File: src/rtl/pwm_motor_rampa.sv
`default_nettype none
// ============================================================================
// Module      : pwm_motor_rampa
// Description : Receiving end of the ramp-start stage interface. Synchronises
//               the one-hot speed stage lines (30/50/100 %) from the ramp FSM
//               into clk, slews the motor duty toward the commanded stage and
//               drives a glitch-free PWM output. Multi-hot stage codes trigger
//               an immediate emergency stop and a sticky fault flag.
// Ports       : clk        - system clock
//               reset_n    - asynchronous reset, active low
//               in_30      - stage 30 % request (asynchronous to clk)
//               in_50      - stage 50 % request (asynchronous to clk)
//               in_100     - stage 100 % request (asynchronous to clk)
//               pwm_out    - registered motor PWM drive
//               duty       - current slewed duty, 0..100 %
//               at_target  - duty equals decoded target
//               running    - duty is nonzero
//               fault      - sticky illegal-stage flag
// Revision    : 1.0 - initial release
// ============================================================================
module pwm_motor_rampa #(
  parameter int PWM_DIV  = 1,
  parameter int STEP_DIV = 1000,
  parameter int STEP     = 5
) (
  input  logic       clk,
  input  logic       reset_n,
  input  logic       in_30,
  input  logic       in_50,
  input  logic       in_100,
  output logic       pwm_out,
  output logic [6:0] duty,
  output logic       at_target,
  output logic       running,
  output logic       fault
);

  localparam int c_PRE_W  = (PWM_DIV  > 1) ? $clog2(PWM_DIV)  : 1;
  localparam int c_STEP_W = (STEP_DIV > 1) ? $clog2(STEP_DIV) : 1;
  localparam logic [c_PRE_W-1:0]  c_PRE_LAST  = c_PRE_W'(PWM_DIV - 1);
  localparam logic [c_STEP_W-1:0] c_STEP_LAST = c_STEP_W'(STEP_DIV - 1);
  localparam logic [7:0]          c_STEP8     = 8'(STEP);
  localparam logic [6:0]          c_STEP7     = 7'(STEP);
  localparam logic [6:0]          c_PWM_LAST  = 7'd99;

  logic [2:0]          r_sync1;
  logic [2:0]          r_sync2;
  logic [6:0]          r_target;
  logic [6:0]          r_duty;
  logic [6:0]          r_duty_lat;
  logic [c_PRE_W-1:0]  r_pre;
  logic [c_STEP_W-1:0] r_step_cnt;
  logic [6:0]          r_pwm_cnt;
  logic                r_pwm_out;
  logic                r_fault;

  logic       w_illegal;
  logic [6:0] w_decoded;
  logic       w_step_tick;
  logic       w_pre_tc;
  logic       w_wrap;
  logic [7:0] w_diff_up;
  logic [7:0] w_diff_dn;
  logic [6:0] w_duty_next;

  // Stage decode of the synchronised code {in_100, in_50, in_30}
  always_comb begin
    w_illegal = 1'b0;
    w_decoded = 7'd0;
    case (r_sync2)
      3'b000:  w_decoded = 7'd0;
      3'b001:  w_decoded = 7'd30;
      3'b010:  w_decoded = 7'd50;
      3'b100:  w_decoded = 7'd100;
      default: w_illegal = 1'b1;
    endcase
  end

  assign w_step_tick = (r_step_cnt == c_STEP_LAST);
  assign w_pre_tc    = (r_pre == c_PRE_LAST);
  assign w_wrap      = w_pre_tc && (r_pwm_cnt == c_PWM_LAST);

  // Slew toward target by STEP, clamping on the final step so the ramp
  // never overshoots or underflows. Differences are taken in 8 bits.
  assign w_diff_up = {1'b0, r_target} - {1'b0, r_duty};
  assign w_diff_dn = {1'b0, r_duty} - {1'b0, r_target};

  always_comb begin
    w_duty_next = r_duty;
    if (r_target > r_duty) begin
      w_duty_next = (w_diff_up <= c_STEP8) ? r_target : (r_duty + c_STEP7);
    end else if (r_target < r_duty) begin
      w_duty_next = (w_diff_dn <= c_STEP8) ? r_target : (r_duty - c_STEP7);
    end
  end

  always_ff @(posedge clk or negedge reset_n) begin
    if (!reset_n) begin
      r_sync1    <= 3'b000;
      r_sync2    <= 3'b000;
      r_target   <= 7'd0;
      r_duty     <= 7'd0;
      r_duty_lat <= 7'd0;
      r_pre      <= '0;
      r_step_cnt <= '0;
      r_pwm_cnt  <= 7'd0;
      r_pwm_out  <= 1'b0;
      r_fault    <= 1'b0;
    end else begin
      r_sync1 <= {in_100, in_50, in_30};
      r_sync2 <= r_sync1;

      // Fault is sticky until the line is idle and the motor has stopped;
      // while it is set, legal nonzero stages are ignored.
      if (w_illegal) begin
        r_fault <= 1'b1;
      end else if ((r_sync2 == 3'b000) && (r_duty == 7'd0)) begin
        r_fault <= 1'b0;
      end

      r_target <= (w_illegal || r_fault) ? 7'd0 : w_decoded;

      r_step_cnt <= w_step_tick ? '0 : r_step_cnt + 1'b1;
      r_pre      <= w_pre_tc ? '0 : r_pre + 1'b1;
      if (w_pre_tc) begin
        r_pwm_cnt <= (r_pwm_cnt == c_PWM_LAST) ? 7'd0 : r_pwm_cnt + 7'd1;
      end

      // Emergency stop overrides both the slew and the period latch
      if (w_illegal) begin
        r_duty     <= 7'd0;
        r_duty_lat <= 7'd0;
      end else begin
        if (w_step_tick) begin
          r_duty <= w_duty_next;
        end
        // Duty only reaches the comparator at the period boundary
        if (w_wrap) begin
          r_duty_lat <= r_duty;
        end
      end

      r_pwm_out <= !w_illegal && (r_pwm_cnt < r_duty_lat);
    end
  end

  assign pwm_out   = r_pwm_out;
  assign duty      = r_duty;
  assign fault     = r_fault;
  assign at_target = (r_duty == r_target);
  assign running   = (r_duty != 7'd0);

endmodule
`default_nettype wire

File: config.mk
export PLATFORM = sky130hd
export DESIGN_NAME = pwm_motor_rampa
export DESIGN_NICKNAME = d
export VERILOG_FILES = /design/src/rtl/pwm_motor_rampa.sv
export SDC_FILE = /design/constraint.sdc
export NUM_CORES = 1
export LEC_CHECK = 0
export ABC_CLOCK_PERIOD_IN_PS = 4100
export BUFFER_PORTS_ARGS = -buffer_cell sky130_fd_sc_hd__clkbuf_2
export CAP_MARGIN = 5
export CORE_ASPECT_RATIO = 0.6
export CORE_MARGIN = 3
export CORE_UTILIZATION = 55
export DETAILED_ROUTE_END_ITERATION = 10
export PLACE_DENSITY = 0.83
export RECOVER_POWER = 25
export SLEW_MARGIN = 15
export SYNTH_ARGS = -nofsm -noshare
export SYNTH_HDL_FRONTEND = slang
export SYNTH_SLANG_ARGS = --single-unit
File: constraint.sdc
create_clock -name clk -period 4.1 [get_ports clk]
set_input_delay 0.205 -clock clk [delete_from_list [all_inputs] [get_ports clk]]
set_output_delay 0.205 -clock clk [all_outputs]
set_load 0.02 [all_outputs]
# Word-level counts from Yosys, hierarchy flattened
# Cells that the tools add are included.
totals:
  register_bits: 47
  elab_cells: 58
  input_bits: 5
  out_inout_bits: 11
op_classes:
  add_sub_neg: 7
  eq_ne: 10
  reduce_logical: 9
  mux: 16
  n_bitwise: 1
  n_lt_le_gt_ge: 5
ops:
  columns: ["op", "count"]
  rows:
  - ["$mux 7", 10]
  - ["$pmux 7 s3", 1]
  - ["$le 8x3->1 const B", 2]
  - ["$sub 7x7->8", 2]
  - ["$lt 7x7->1", 2]
  - ["$add 10x1->10 const B", 1]
  - ["$eq 10x10->1 const B", 1]
  - ["$mux 10", 1]
  - ["$add 7x1->7 const B", 1]
  - ["$add 7x3->7 const B", 1]
  - ["$eq 7x7->1", 1]
  - ["$eq 7x7->1 const B", 1]
  - ["$gt 7x7->1", 1]
  - ["$logic_not 7->1", 1]
  - ["$reduce_bool 7->1", 1]
  - ["$sub 7x3->7 const B", 1]
  - ["$ne 2x1->1 const B", 3]
  - ["$mux 1", 4]
  - ["$reduce_or 4->1", 1]
  - ["$eq 3x1->1 const B", 1]
  - ["$eq 3x2->1 const B", 1]
  - ["$eq 3x3->1 const B", 1]
  - ["$logic_and 1x1->1", 3]
  - ["$logic_not 3->1", 1]
  - ["other kinds (5)", 5]

# Depth between registers and ports, before layout
logic_depth:
  depth_word: 7
  depth_mapped: 11
  ltp_nobuf: 11

# Least setup slack after synthesis
# OpenSTA, ideal clock, no wires.
synth_timing:
  path_kind: "register -> register"
  start: "register r_duty[2], in the netlist duty[2]"
  end: "register r_duty[4], in the netlist duty[4]"
  required_time_ns: 3.989
  path_slack_ns: 0.958
  synth_period_minus_slack_ns: 3.142
  setup_ns: 0.111
  path_stages_with_launch: 11
  n_path_buf: 1
  t_arrival_ns: 3.030
  path_cell_list: "dfrtp_1 -> clkbuf_1 -> clkinv_1 -> ha_1 -> nor2b_1 -> o21a_1 -> or4_4 -> a211oi_4 -> or2_2 -> nor3_1 -> a2111oi_2"
synth_via:
  elab_chain_len: 7
  word_cells_on_any_way: 16
  classes_between: "4 x add/sub; 4 x order compare; 1 x eq/ne; 6 x mux; 1 x reduce/logical"
synth_lines:
  columns: ["element", "line", "source"]
  rows:
  - ["start, declared", "49", "logic [6:0] r_duty;"]
  - ["start signal, assigned", "135", "r_duty <= w_duty_next;"]
  - ["$sub 7x7->8", "86", "assign w_diff_dn = {1'b0, r_duty} - {1'b0, r_target};"]
  - ["$le 8x3->1", "93", "w_duty_next = (w_diff_dn <= c_STEP8) ? r_target : (r_duty - c_STEP7);"]
  - ["$mux 7", "93", null]
  - ["$mux 7", "92", "end else if (r_target < r_duty) begin"]
  - ["$mux 7", "90", "if (r_target > r_duty) begin"]
  - ["$mux 7", "134", "if (w_step_tick) begin"]
  - ["$mux 7", "130", "if (w_illegal) begin"]
# Parallel ways exist; a longest one is shown, timed or not. The select of a mux whose other input is x is not followed.
# A chain may end at the register's enable or synchronous reset.

# Final worst setup path
# Ends and elaborated chain as after synthesis.

==> results summary <==
The antenna diode instance count is 0. Setup repair after global routing left no endpoint under its margin. The number of violations reported at the end of detailed-routing iteration 0 is 294. The tree is rooted in a clkbuf_8. 16 I/O pins were placed. At the worst endpoint, the required time is 4.27 ns. The total vias in the final route came out at 2372.

The number of pins with negative max-slew slack in the final report is 45. The die covers 6210 um2. The die extent in x came out at 99.8 um. Of the cells placed in the final design, the portion with a size suffix greater than 1 is 11.9%.

By area the synthesized netlist is led by dfrtp_1 38%, ha_1 9.9%, nor2_1 3.9%, a21oi_1 3.8%, inv_1 3.1%. The number of search-and-repair iterations in the first detailed-routing pass came out at 5. The tightest min-delay check is of the input port to register type. The number of global-route vias before repair is 2234.

The cell count after synthesis is 322. The worst hold path terminates at r_sync1[0]. Buffers inserted during clock tree synthesis total 5. The placeable core region came out at 4830 um2. The total of max-cap violations came out at 1. The number of vias per cell after detailed routing is 5.93.

The placed standard-cell area is 3010 um2. The startpoint identified for the worst register-to-register timing path is duty[2]. The top cell type by total area after synthesis is dfrtp_1. The routed design uses 2460 um of met2 wire. The final clock skew is 0.00650 ns. The power per cell area is 275 nW/um2. The slew at the pin closest to its max-slew limit came out at 2.27 ns. The kind of end point of the critical path is a register.

The slack of the worst reg-to-reg path came out at 0.77 ns. The worst register-to-register path ends at duty[4]. The detailed router put a total of 3040 um of wire on met1. The flow ran to the end, but the final reports show violations. The starting utilization of the core area is 60.2%. The initial antenna violation count came out at 0. The analysis attributes to cell leakage a power of 1.30 nW. The number of cells traversed by the worst register-to-register path came out at 9. The count of instances resized after the clock tree is built came out at 0.

The number of enable flip-flop cells after synthesis is 0. In this run the most critical hold path is launched from in_30. The final critical-path share of the clock period came out at 81.3%. The setup slack at placement is 0.822 ns. The depth of the CTS H-tree came out at 2. The pin count of the biggest net entering global routing came out at 45. Sorting the synthesized cells by how often they occur yields 44 x dfrtp_1, 30 x nor2_1, 24 x inv_1. The class of the most critical setup path is register to register. The share of Yosys cell area claimed by the top area cell type is 37.9%.

The number of buffers inserted for hold repair after clock tree synthesis is 2. The net total in the final layout came out at 365. The floorplan has 19 rows. Counting every net in the synthesized netlist gives 351. Setup slack on the critical path of the routed design comes to 0.767 ns.

The minimum clock period is 3.33 ns. The most frequent cell after synthesis is dfrtp_1. The headroom to the max-slew limit came out at -51.2%. The final count of negative-setup-slack endpoints came out at 0. The die outline height came out at 62.3 um. The first global-routing pass estimated 10900 um of wire. The insertion delay to the later sink of the worst-skew pair is 0.30 ns.

For this run the aggregate overflow at the end of global routing stands at 0. The mean routed wirelength per cell is 15.8 um. At the worst endpoint, the arrival time is 3.50 ns.

Wires add up to 6320 um. Of all nets on the critical path, the largest fanout is 12. The design draws 860 uW. The congestion estimate from routability-driven global placement came to 1.02. The final reports fail on capacitance limit, slew limit. The number of synthesis warnings is 0. Adding up every negative setup slack in the final design gives 0 ns.

After detailed routing, no signal wire sits above met4. The number of setup buffers added after CTS is 0. The dominant synthesized flop cell is dfrtp_1. No sink is reached through more buffers than the 2 on the longest clock path. Sequential cells were found to cover 37.9% of the synthesized design area. After synthesis, the mean cell area works out to 9.01 um2. Global routing used 21.7% of the available tracks. The layout overhead on the synthesized area is 7.54%. IR analysis of the VDD net gives a maximum drop of 0.207 mV. The total non-filler cell area in the finished layout came out at 3120 um2.

The count of final hold-check violations is 0. Wire segments on met3 add up to 763 um in the final route. The total clock sinks came out at 44. The remaining number of nets flagged by the antenna check after routing came out at 0. The maximum clock frequency came out at 0.300 GHz. The post-route DRC violation count is 0. The clock tree from TritonCTS is yes. The worst setup path is launched from a register. Counting flops with an async set or reset pin after synthesis yields a share of 100%. The count of cells along the worst hold path is 1. The count of cell types in the netlist came out at 58.

The count of input and output buffers is 15. The detailed placer's ending HPWL came out at 4770 um. The cell area that synthesis handed to floorplanning was 2900 um2. The number of flip-flops and latches in the synthesized netlist is 44. The clock-pin slew reported for the worst setup and hold paths after clock tree synthesis is 0.08 ns.
==> where the power goes <==
group	switching [mW]	internal [mW]	total (mW)
registers	0.00751	0.439	0.447
logic	0.0918	0.0520	0.144
clock network	0.151	0.119	0.269
==> worst max-delay path, stage by stage, from the launching register on <==
cell       delay, ns
dfrtp_1         0.58
clkinv_1        0.32
ha_1            0.41
nor2b_1         0.15
o21a_1          0.18
or4_4           0.49
a211oi_4        0.44
a22oi_2         0.19
o21ai_0         0.32
a2111oi_2       0.12
==> final cells by class <==
class	count	area (um2)
clock buffers	5	68.8
multi-input cells	240	1640
clock inverters	3	18.8
fillers	402	1700
flip-flops and latches	44	1100
repair buffers	20	116
inverters	25	93.8
well taps	63	78.8
==> stage by stage <==
step                      std cells  hold slack [ns]  util [%]
final                           400           0.0158      64.7
after global routing            400          0.00162      64.7
after CTS                       399          0.00751      64.6
after detailed placement        389            0.315      62.3
after global placement          389            0.312      62.3
after floorplan                 322          -0.0906         -
==> routing by layer <==
layer,vias up,track usage (%)
met4,0,4.43
li1,1162,-
met3,6,10.6
met5,-,0
met1,1102,33.3
met2,102,26.8
==> worst max path at each step <==
stage	from	to	slack, ns	cells after the start
floorplan	duty[2]	duty[4]	0.96	10
global placement	duty[2]	duty[4]	0.98	9
detailed placement	duty[2]	duty[4]	0.82	9
CTS	duty[2]	duty[4]	0.81	9
global route	duty[2]	duty[4]	0.48	9
finish	duty[2]	duty[4]	0.77	9
==> kinds of logic (layout without fill, tap and decap cells) <==
logic type / count (synthesis) / count (layout) / share of synthesized area, %
buf+inv: 38 / 53 / 5.43
xor+xnor: 14 / 14 / 4.22
compound gates: 76 / 76 / 18.7
fa+ha+maj: 25 / 25 / 10.9
flops: 44 / 44 / 37.9
mux: 2 / 2 / 0.690
simple gates: 123 / 123 / 22.1
==> sequential cells by signal, summed over array words and instances (netlist names) <==
| signal | flops |
|---|---|
| duty | 7 |
| r_pwm_cnt | 7 |
| r_sync1 | 3 |
| r_duty_lat | 7 |
| pwm_out | 1 |
| fault | 1 |
| r_target | 5 |
| r_step_cnt | 10 |
| r_sync2 | 3 |
==> layout by cell type (no fill, tap or decap), types with 9 or more instances in the layout <==
cell type   n
xnor2_1     9
inv_1      24
o21ai_0    11
nor2_1     30
clkbuf_2   15
nor3_1     11
dfrtp_1    44
a21oi_1    22
nand3_1    16
ha_1       23
nand2_1    21
(Power assumes the default switching activity.)
